--- src/rtl/jpeg_pkg.sv ---
// Shared constants and FSM encoding for the JPEG scan packer.
package jpeg_pkg;
  localparam logic [7:0] M_FF   = 8'hFF;
  localparam logic [7:0] M_RST0 = 8'hD0;
  localparam logic [7:0] M_EOI  = 8'hD9;
  localparam int ACC_W = 64;
  localparam int CNT_W = 7;

  typedef enum logic [2:0] {
    HDR, SCAN, PAD, MARK_FF, MARK_CODE, EOI_FF, EOI_D9
  } state_e;
endpackage

--- src/rtl/byte_fifo.sv ---
// Byte FIFO with a registered output stage; count includes the output register.
module byte_fifo #(
  parameter int DEPTH = 16,
  parameter int WIDTH = 8
) (
  input  logic                         clk,
  input  logic                         rst,
  input  logic                         push,
  input  logic [WIDTH-1:0]             push_data,
  output logic                         out_valid,
  output logic [WIDTH-1:0]             out_data,
  input  logic                         out_ready,
  output logic [$clog2(DEPTH+1)-1:0]   count
);
  localparam int AW = $clog2(DEPTH);
  localparam int CW = $clog2(DEPTH+1);

  logic [WIDTH-1:0] mem_q [DEPTH];
  logic [AW-1:0]    wr_q, wr_d, rd_q, rd_d;
  logic [CW-1:0]    mcnt_q, mcnt_d, count_q, count_d;
  logic             out_valid_q, out_valid_d;
  logic [WIDTH-1:0] out_data_q, out_data_d;
  logic             pop, load;

  always_comb begin
    pop  = out_valid_q && out_ready;
    // Head only advances into the output register when it is free or draining,
    // which keeps out_data stable under backpressure.
    load = (mcnt_q != '0) && (!out_valid_q || pop);
    wr_d = push ? wr_q + 1'b1 : wr_q;
    rd_d = load ? rd_q + 1'b1 : rd_q;
    mcnt_d = mcnt_q + CW'(push) - CW'(load);
    out_valid_d = load ? 1'b1 : (pop ? 1'b0 : out_valid_q);
    out_data_d  = load ? mem_q[rd_q] : out_data_q;
    count_d = mcnt_d + CW'(out_valid_d);
  end

  always_ff @(posedge clk) begin
    if (push) mem_q[wr_q] <= push_data;
  end

  always_ff @(posedge clk) begin
    if (rst) begin
      wr_q        <= '0;
      rd_q        <= '0;
      mcnt_q      <= '0;
      count_q     <= '0;
      out_valid_q <= 1'b0;
      out_data_q  <= '0;
    end else begin
      wr_q        <= wr_d;
      rd_q        <= rd_d;
      mcnt_q      <= mcnt_d;
      count_q     <= count_d;
      out_valid_q <= out_valid_d;
      out_data_q  <= out_data_d;
    end
  end

  assign out_valid = out_valid_q;
  assign out_data  = out_data_q;
  assign count     = count_q;
endmodule

--- src/rtl/jpeg_scan_packer.sv ---
// Merges per-channel Huffman codes into an MSB-first byte stream with 0xFF
// stuffing, restart markers and EOI, feeding a byte FIFO.
module jpeg_scan_packer import jpeg_pkg::*; #(
  parameter int NCH        = 3,
  parameter int MAX_LEN    = 32,
  parameter int FIFO_DEPTH = 16
) (
  input  logic            clk,
  input  logic            rst,
  input  logic            frame_start,
  input  logic            frame_end,
  input  logic [15:0]     restart_interval,
  input  logic            hdr_valid,
  input  logic [7:0]      hdr_byte,
  output logic            hdr_ready,
  input  logic [NCH-1:0]  ch_valid,
  input  logic [NCH*6-1:0]  ch_len,
  input  logic [NCH*32-1:0] ch_data,
  input  logic [NCH-1:0]  ch_last,
  output logic [NCH-1:0]  ch_ready,
  output logic            rst_marker,
  output logic            out_valid,
  output logic [7:0]      out_data,
  input  logic            out_ready
);
  localparam int SW = (NCH > 1) ? $clog2(NCH) : 1;
  localparam int FW = $clog2(FIFO_DEPTH+1);
  localparam logic [ACC_W-1:0] ONES = {ACC_W{1'b1}};

  state_e           state_q, state_d;
  logic [ACC_W-1:0] acc_q, acc_d, code;
  logic [CNT_W-1:0] cnt_q, cnt_d, pad_cnt;
  logic [SW-1:0]    slot_q, slot_d;
  logic [15:0]      mcu_q, mcu_d, mcu_n, ri_q, ri_d;
  logic [2:0]       idx_q, idx_d;
  logic             eoi_q, eoi_d, stuff_q, stuff_d;
  logic             push, rst_marker_c, emit, accept, has1, has2, mark_ok;
  logic [7:0]       push_data;
  logic [FW-1:0]    fifo_cnt;
  logic [5:0]       sel_len;
  logic [31:0]      sel_data;

  assign has1 = fifo_cnt < FW'(FIFO_DEPTH);
  assign has2 = fifo_cnt <= FW'(FIFO_DEPTH-2);
  // Two free slots guarantee room for a stuffed 0x00 behind a 0xFF.
  assign emit    = (cnt_q >= CNT_W'(8)) && has2 && !stuff_q;
  assign mark_ok = has1 && !stuff_q && !emit;
  assign sel_len  = ch_len[6*int'(slot_q) +: 6];
  assign sel_data = ch_data[32*int'(slot_q) +: 32];
  assign ch_ready = (!rst && state_q == SCAN && cnt_q <= CNT_W'(ACC_W-MAX_LEN))
                    ? (NCH'(1) << slot_q) : '0;
  assign accept    = |(ch_valid & ch_ready);
  assign hdr_ready = !rst && state_q == HDR && has1 && !emit && !stuff_q;
  assign rst_marker = rst_marker_c && !rst;

  always_comb begin
    state_d = state_q; acc_d = acc_q; cnt_d = cnt_q; slot_d = slot_q;
    mcu_d = mcu_q; idx_d = idx_q; eoi_d = eoi_q; stuff_d = stuff_q; ri_d = ri_q;
    push = 1'b0; push_data = 8'h00; rst_marker_c = 1'b0; pad_cnt = '0;
    mcu_n = mcu_q + 16'd1;
    code  = ACC_W'(sel_data) & ~(ONES << sel_len);

    if (stuff_q) begin
      push = 1'b1; push_data = 8'h00; stuff_d = 1'b0;
    end else if (emit) begin
      push = 1'b1; push_data = acc_q[ACC_W-1 -: 8];
      acc_d = acc_q << 8; cnt_d = cnt_q - CNT_W'(8);
      stuff_d = (acc_q[ACC_W-1 -: 8] == M_FF);
    end else if (hdr_valid && hdr_ready) begin
      push = 1'b1; push_data = hdr_byte;
    end

    case (state_q)
      HDR: if (frame_start) begin
        state_d = SCAN; slot_d = '0; mcu_d = '0; idx_d = '0; eoi_d = 1'b0;
        acc_d = '0; cnt_d = '0; ri_d = restart_interval;
      end
      SCAN: begin
        if (accept) begin
          // New code lands directly below the bits already held (after any pop).
          acc_d = acc_d | (code << (CNT_W'(ACC_W) - cnt_d - CNT_W'(sel_len)));
          cnt_d = cnt_d + CNT_W'(sel_len);
          if (ch_last[slot_q]) begin
            if (slot_q == SW'(NCH-1)) begin
              slot_d = '0;
              if (ri_q != '0 && mcu_n == ri_q) begin
                mcu_d = '0; state_d = PAD;
              end else mcu_d = mcu_n;
            end else slot_d = slot_q + 1'b1;
          end
        end
        if (frame_end) begin
          state_d = PAD; eoi_d = 1'b1; slot_d = '0;
        end
      end
      PAD: begin
        if (cnt_d[2:0] != 3'd0) begin
          pad_cnt = {cnt_d[CNT_W-1:3] + 4'd1, 3'b000};
          acc_d = acc_d | ((ONES >> cnt_d) & ~(ONES >> pad_cnt));
          cnt_d = pad_cnt;
        end else if (cnt_q == '0) state_d = eoi_q ? EOI_FF : MARK_FF;
      end
      MARK_FF: if (mark_ok) begin
        push = 1'b1; push_data = M_FF; state_d = MARK_CODE;
      end
      MARK_CODE: if (mark_ok) begin
        push = 1'b1; push_data = M_RST0 | {5'd0, idx_q};
        idx_d = idx_q + 3'd1; rst_marker_c = 1'b1; state_d = SCAN;
      end
      EOI_FF: if (mark_ok) begin
        push = 1'b1; push_data = M_FF; state_d = EOI_D9;
      end
      EOI_D9: if (mark_ok) begin
        push = 1'b1; push_data = M_EOI; eoi_d = 1'b0; state_d = HDR;
      end
      default: state_d = HDR;
    endcase
  end

  always_ff @(posedge clk) begin
    if (rst) begin
      state_q <= HDR; acc_q <= '0; cnt_q <= '0; slot_q <= '0; mcu_q <= '0;
      idx_q <= '0; eoi_q <= 1'b0; stuff_q <= 1'b0; ri_q <= '0;
    end else begin
      state_q <= state_d; acc_q <= acc_d; cnt_q <= cnt_d; slot_q <= slot_d;
      mcu_q <= mcu_d; idx_q <= idx_d; eoi_q <= eoi_d; stuff_q <= stuff_d;
      ri_q <= ri_d;
    end
  end

  byte_fifo #(.DEPTH(FIFO_DEPTH), .WIDTH(8)) u_fifo (
    .clk       (clk),
    .rst       (rst),
    .push      (push),
    .push_data (push_data),
    .out_valid (out_valid),
    .out_data  (out_data),
    .out_ready (out_ready),
    .count     (fifo_cnt)
  );
endmodule
--- config.mk ---
export PLATFORM = sky130hd
export DESIGN_NAME = jpeg_scan_packer
export DESIGN_NICKNAME = d
export VERILOG_FILES = /design/src/rtl/jpeg_pkg.sv /design/src/rtl/byte_fifo.sv /design/src/rtl/jpeg_scan_packer.sv
export SDC_FILE = /design/constraint.sdc
export NUM_CORES = 1
export LEC_CHECK = 0
export CAP_MARGIN = 20
export CORE_ASPECT_RATIO = 1.5
export CORE_MARGIN = 1
export CORE_UTILIZATION = 40
export CTS_CLUSTER_SIZE = 40
export DETAILED_ROUTE_END_ITERATION = 12
export PLACE_DENSITY = 0.69
export REMOVE_ABC_BUFFERS = 1
export SLEW_MARGIN = 5
export SYNTH_ARGS = -nofsm -noshare
export SYNTH_HDL_FRONTEND = slang
export SYNTH_HIERARCHICAL = 1
export SYNTH_SLANG_ARGS = --single-unit
--- constraint.sdc ---
create_clock -name clk -period 7 [get_ports clk]
set_clock_uncertainty 0.05 [all_clocks]
set_input_delay 1.4 -clock clk [delete_from_list [all_inputs] [get_ports clk]]
set_output_delay 1.4 -clock clk [all_outputs]
set_load 0.05 [all_outputs]
Word-level counts from Yosys, hierarchy flattened
Memories as Yosys holds them, arrays and structs flattened. A register that Yosys moved wholly into a read port is not among the register bits.
Cells that the tools add are included.
Operators by class
  $add $sub $neg: 13
  multipliers: 1
  $lt $le $gt $ge: 5
  equal/unequal tests: 24
  shift operators: 7
  muxes and demuxes: 66
  bitwise operators: 8
  reduce and logical (&&, ||, !) cells: 38
Operator list (number)
  $mux W64: 5
  $pmux W64 S3: 1
  $not A64 Y64: 2
  $or A64 B64 Y64: 2
  $shr A64 B7 Y64 const A: 2
  $shiftx A96 B8 Y32: 1
  $mux W16: 5
  $and A32 B64 Y64: 1
  $and A64 B64 Y64: 1
  $shl A64 B6 Y64 const A: 1
  $shl A64 B7 Y64: 1
  $mux W3: 16
  $mux W8: 6
  $mux W7: 5
  $pmux W16 S2: 1
  $pmux W8 S3: 1
  $pmux W3 S7: 1
  $pmux W7 S3: 1
  $ne A2 B2 Y1 const B: 9
  $shiftx A18 B6 Y6: 1
  $add A16 B1 Y16 const B: 1
  $eq A16 B16 Y1: 1
  $reduce_bool A16 Y1: 1
  $logic_and A1 B1 Y1: 15
  47 further kinds: 81
Storage, ports and cells
  register bits: 132
  RAM bits: 128
  input bits: 150
  output and inout port bits: 14
  logic and storage cells: 177
  memories kept: 1
Memory list
  u_fifo.mem_q: words 16, width 8, rd ports 1, clocked after memory_dff 1, wr ports 1, RTL line byte_fifo.sv:18  | logic [WIDTH-1:0] mem_q [DEPTH];

Logic depth before layout (Yosys ltp)
  depth in word-level cells: 15
  depth in mapped cells: 19

Modules after synthesis
Netlist, hierarchy kept.
By module, submodules not included
  jpeg_scan_packer: instances 1, cells each 1680, area each 12131.6 um2
  byte_fifo: instances 1, cells each 340, area each 6175.9 um2

Least setup slack after synthesis
Ideal clock, no wire load.
  kind: reg2reg
  start: register cnt_q[3]
  end: register u_fifo.count_q[4] (netlist: u_fifo/count[4])
  library setup time: 71 ps
  arrival: 5666 ps
  setup slack: 1213 ps
  cell stages (with the launch flop): 17
  buffers on the path: 0
  period minus slack after synthesis: 5787 ps
  path through: dfxtp_1 inv_1 ha_1 or3b_1 o211ai_4 nand2_1 nor4b_1 a21oi_1 nand3b_1 ha_1 inv_1 fa_1 nand2b_1 a21oi_1 xnor2_1 or3b_1 a21oi_1
On the way
  cells in the longest elaborated chain, start to end: 15
  elaborated cells on any way between the ends: 16
  classes of those cells: 3 x add/sub; 1 x order compare; 5 x mux; 7 x reduce/logical
Ends and longest elaborated chain
  from (decl): RTL line jpeg_scan_packer.sv:32  | logic [CNT_W-1:0] cnt_q, cnt_d, pad_cnt;
  from (signal assigned): RTL line jpeg_scan_packer.sv:122  | state_q <= HDR; acc_q <= '0; cnt_q <= '0; slot_q <= '0; mcu_q <= '0;
  from (signal assigned): RTL line jpeg_scan_packer.sv:125  | state_q <= state_d; acc_q <= acc_d; cnt_q <= cnt_d; slot_q <= slot_d;
  $ge A7 B4 Y1 (*): RTL line jpeg_scan_packer.sv:46  | assign emit = (cnt_q >= CNT_W'(8)) && has2 && !stuff_q;
  $logic_and A1 B1 Y1 (*) (2 in a row): RTL line jpeg_scan_packer.sv:46
  $logic_not A1 Y1 (*): RTL line jpeg_scan_packer.sv:53  | assign hdr_ready = !rst && state_q == HDR && has1 && !emit && !stuff_q;
  $logic_and A1 B1 Y1 (*) (2 in a row): RTL line jpeg_scan_packer.sv:53
  via hdr_ready: RTL line jpeg_scan_packer.sv:15  | output logic hdr_ready,
  $logic_and A1 B1 Y1 (*): RTL line jpeg_scan_packer.sv:69  | end else if (hdr_valid && hdr_ready) begin
  $mux W1 (*): RTL line jpeg_scan_packer.sv:69
  $mux W1 (*): RTL line jpeg_scan_packer.sv:65  | end else if (emit) begin
  $mux W1 (*): RTL line jpeg_scan_packer.sv:63  | if (stuff_q) begin
  $mux W1
  $mux W1 (*)
  via push: RTL line jpeg_scan_packer.sv:37  | logic push, rst_marker_c, emit, accept, has1, has2, mark_ok;
  $add A5 B1 Y5 (*): RTL line byte_fifo.sv:32  | mcnt_d = mcnt_q + CW'(push) - CW'(load);
  $sub A5 B1 Y5 (*): RTL line byte_fifo.sv:32
  $add A5 B1 Y5 (*): RTL line byte_fifo.sv:35  | count_d = mcnt_d + CW'(out_valid_d);
  to (signal assigned): RTL line byte_fifo.sv:54  | count_q <= count_d;
  to (decl): RTL line byte_fifo.sv:20  | logic [CW-1:0] mcnt_q, mcnt_d, count_q, count_d;
The timed path passes the listed nets; every way through them passes the cells marked *.
A chain may end at the register's enable or synchronous reset.

Final worst setup path
  start: register cnt_q[3]
  end: register acc_q[35]
On the way
  cells in the longest elaborated chain, start to end: 12
  elaborated cells on any way between the ends: 28
  classes of those cells: 4 x add/sub; 2 x order compare; 3 x shift; 9 x mux; 5 x bitwise; 5 x reduce/logical
Ends and longest elaborated chain
  branches (longest 11 deep; another with $ge A7 B4 Y1)
  $pmux W64 S3 (*): RTL line jpeg_scan_packer.sv:73  | case (state_q)
  to (signal assigned): RTL line jpeg_scan_packer.sv:122
  to (signal assigned): RTL line jpeg_scan_packer.sv:125
  to (decl): RTL line jpeg_scan_packer.sv:31  | logic [ACC_W-1:0] acc_q, acc_d, code;
Every way passes the cells marked *.

==> results.toml <==
[final_layout]
area.growth.synth_to_final_pct = 16.66
diodes = 0
multiInputGateArea_sq_mm = 0.01092
postLayoutCellArea_sq_mm = 0.02136
fin_util = 0.4753
nets = 2311
fillers = 4291
drive_gt1_frac = 0.09878
regArea_sq_mm = 0.006651

[sta]
period_minus_slack_ns = 5.756
slew_violations = 0
hold_viol = 0
finalWorstSetupSlack_ns = 1.244
worst_slew_pin_slew_ns = 1.134
rsz0062_at_grt = "no"
relSlewSlack = 0.2381
setup_viol = 0
fin_crit_sh = 0.8223
max_freq_mhz = 173.7

[yosys]
synth_area_leader_cell = "edfxtp_1"
muxShareOfSynthArea = 0.1148
synth_edf_count = 128
yosys.area_share.adder = 0.03171
async_reset_ff_frac = 0
synth-seq-area-share = 0.3630
synth_top_family_by_area = "compound AO/OA/AOI/OAI gates"
syn_area_sq_mm = 0.01831
synth_warnings = 6
synth_xor_area_frac = 0.03103
yosys.area_share.simple = 0.1609
yosysUniqueCellTypes = 99
synthFlopType = "dfxtp_1"
syn_inst = 2020
synth_compound_area_frac = 0.2545
synth.avg_cell_area_sq_um = 9.063
yosysTopAreaCellShare = 0.2100
ys_seq_elements = 268
synth.area.top_cells = "edfxtp_1 (21%), dfxtp_1 (15%), mux2i_1 (6.1%)"

[place]
place_area_sq_mm = 0.02051
place.gp.congestion = 1.024
dpl.hpwl_microns = 52020
io_buffer_count = 163
post-place-ws_ns = 1.314

[critical_path]
worstSetupPathType = "reg2reg"
start_kind = "flip-flop"
path_cells = "inv_1 > ha_1 > or3b_1 > o211ai_4 > a22o_4 > nand2_1 > nor2_1 > ha_1 > inv_1 > nor2_1 > nor3_1 > nand2_1 > o21bai_1 > a31oi_1 > a21oi_1 > o22ai_1"
r2r_start = "cnt_q[3]"
r2r-end = "acc_q[35]"
crit_path_max_incr_delay_ns = 0.92
critical_path_required_ns = 7.42
r2r_cells = 16
endpoint = "acc_q[35]"
rrSetupSlack_ns = 1.24
arrival_ns = 6.18
cp-startpoint = "cnt_q[3]"
cp_max_fo = 15
slowest_stage = "nor3_1"
end_kind = "flip-flop"

[clock_network]
cts_tree = "done"
clkTransAtPathRegs_ns = 0.07
holdBufCountCts = 0
cts_root_buf = "clkbuf_16"
cts_resized = 0
cts.sinks = 268
clk_latency_ns = 0.56
numCtsBuffers = 25
post-cts-setup-buffers = 0
htree_levels = 1
clk_path_buf_depth = 3

[grt]
antenna_found_initial = 0
grt_pass1_vias = 17315
overflow = 0
grtUsageTotal = 0.2911
grt_max_degree = 64
grt_pass1_wl_microns = 103600

[worst_hold_path]
hp-class = "reg2reg"

[floorplanning]
die_w_microns = 176.7
boundaryPins = 164
rows = 95
core_area_sq_mm = 0.04493
dieArea_sq_mm = 0.04665
initial_core_util = 0.4075
die_h_microns = 264.0

[detailed_routing]
via_per_inst = 6.395
antenna_left = 0
routedWlPerCell_microns = 25.16
drt_iter0_markers = 1557
drt_wl_total_microns = 68390
firstDrtPassIters = 6
drcViolationCount = 0
via_count = 17382

[job]
drv_cap = 0

[status]
status = "finished, final reports clean"
## state kept, by name (all words and copies together) (netlist names)
name and count:
stuff_q 1, cnt_q 7, ri_q 16, u_fifo/mcnt_q 5, u_fifo/out_valid 1, slot_q 2
u_fifo/wr_q 4, u_fifo/rd_q 4, mcu_q 16, acc_q 64, eoi_q 1, u_fifo/out_data 8
idx_q 3, state_q 3, u_fifo/count 5, u_fifo/mem_q 128
## layout by cell type (no fill, tap or decap), types with 13 or more instances in the layout
cell             synthesis  layout
a21o_1                  21      21
clkbuf_16                0      26
xnor2_1                 35      34
xor2_1                  17      16
mux2i_1                111     111
nand2b_1                13      13
a21oi_1                162     160
nand3_1                 55      55
o211ai_1                29      29
o22ai_1                 28      28
and2_1                  37      37
ha_1                    40      40
clkdlybuf4s50_1          0     162
nor3_1                  49      47
mux4_2                  41      41
nand2_1                212     212
edfxtp_1               128     128
inv_1                   42      42
nor4_1                  16      16
a2bb2oi_1               19      17
nand4_1                 17      17
o21ai_0                110     110
a31oi_1                 37      37
a211oi_1                31      31
dfxtp_1                140     136
buf_4                    5      54
nor2_1                 151     149
a221oi_1                23      23
## layer usage
metal | GRT usage | wire [microns]
met5 | 0 | 0
met4 | 0.2185 | 5752
met3 | 0.03728 | 4060
met2 | 0.5286 | 34910
met1 | 0.3008 | 23670
## how the worst min path moves through the flow
stage | startpoint | endpoint | slack [ns] | cells past startpoint
finish | u_fifo/out_data[6] | u_fifo/out_data[6] | 0.40 | 2
detailed placement | u_fifo/out_data[6] | u_fifo/out_data[6] | 0.40 | 2
floorplan | acc_q[60] | stuff_q | 0.38 | 2
global placement | u_fifo/out_data[6] | u_fifo/out_data[6] | 0.39 | 2
CTS | u_fifo/out_data[6] | u_fifo/out_data[6] | 0.40 | 2
global route | u_fifo/out_data[6] | u_fifo/out_data[6] | 0.43 | 2
## worst max-delay path, delay by kind of cell (launching register included)
kind | cells | cell delay (ns)
fa+ha+maj | 2 | 0.52
flops | 1 | 0.42
simple gates | 6 | 2.72
compound gates | 6 | 1.68
buf+inv | 2 | 0.27
## logic make-up (layout without fill, tap and decap cells)
group | count (synthesis) | in the layout
fa+ha+maj | 44 | 44
buf+inv | 200 | 316
flops | 268 | 268
mux | 158 | 158
simple gates | 622 | 622
xor+xnor | 57 | 57
compound gates | 671 | 671
## through the flow
| step | setup TNS [ns] | std cells | hold WS (ns) |
|---|---|---|---|
| global route | 0 | 2718 | 0.4279 |
| detailed placement | 0 | 2670 | 0.3954 |
| CTS | 0 | 2716 | 0.4049 |
| finish | 0 | 2718 | 0.4049 |
| floorplan | -10.64 | 1873 | 0.3828 |
| global placement | 0 | 2670 | 0.3933 |
## cells in the mapped netlist, types with 13 or more instances
master,n
a211oi_1,31
a21o_1,21
a21oi_1,162
a221oi_1,23
a2bb2oi_1,19
a31oi_1,37
and2_1,37
buf_1,16
buf_2,22
clkbuf_1,103
dfxtp_1,140
edfxtp_1,128
ha_1,40
inv_1,42
mux2i_1,111
mux4_2,41
nand2_1,212
nand2b_1,13
nand3_1,55
nand4_1,17
nor2_1,151
nor3_1,49
nor4_1,16
o211ai_1,29
o21ai_0,110
o22ai_1,28
xnor2_1,35
xor2_1,17
## layout make-up
type | count | share of cell area
multi-input cells | 1552 | 0.5112
flip-flops and latches | 268 | 0.3114
repair buffers | 217 | 0.09526
well taps | 582 | 0.03410
clock buffers | 27 | 0.03064
inverters | 53 | 0.009315
clock inverters | 19 | 0.008085
Power is not shown: default switching activity piles up to over one toggle a cycle in this logic, so the estimate is an artifact.
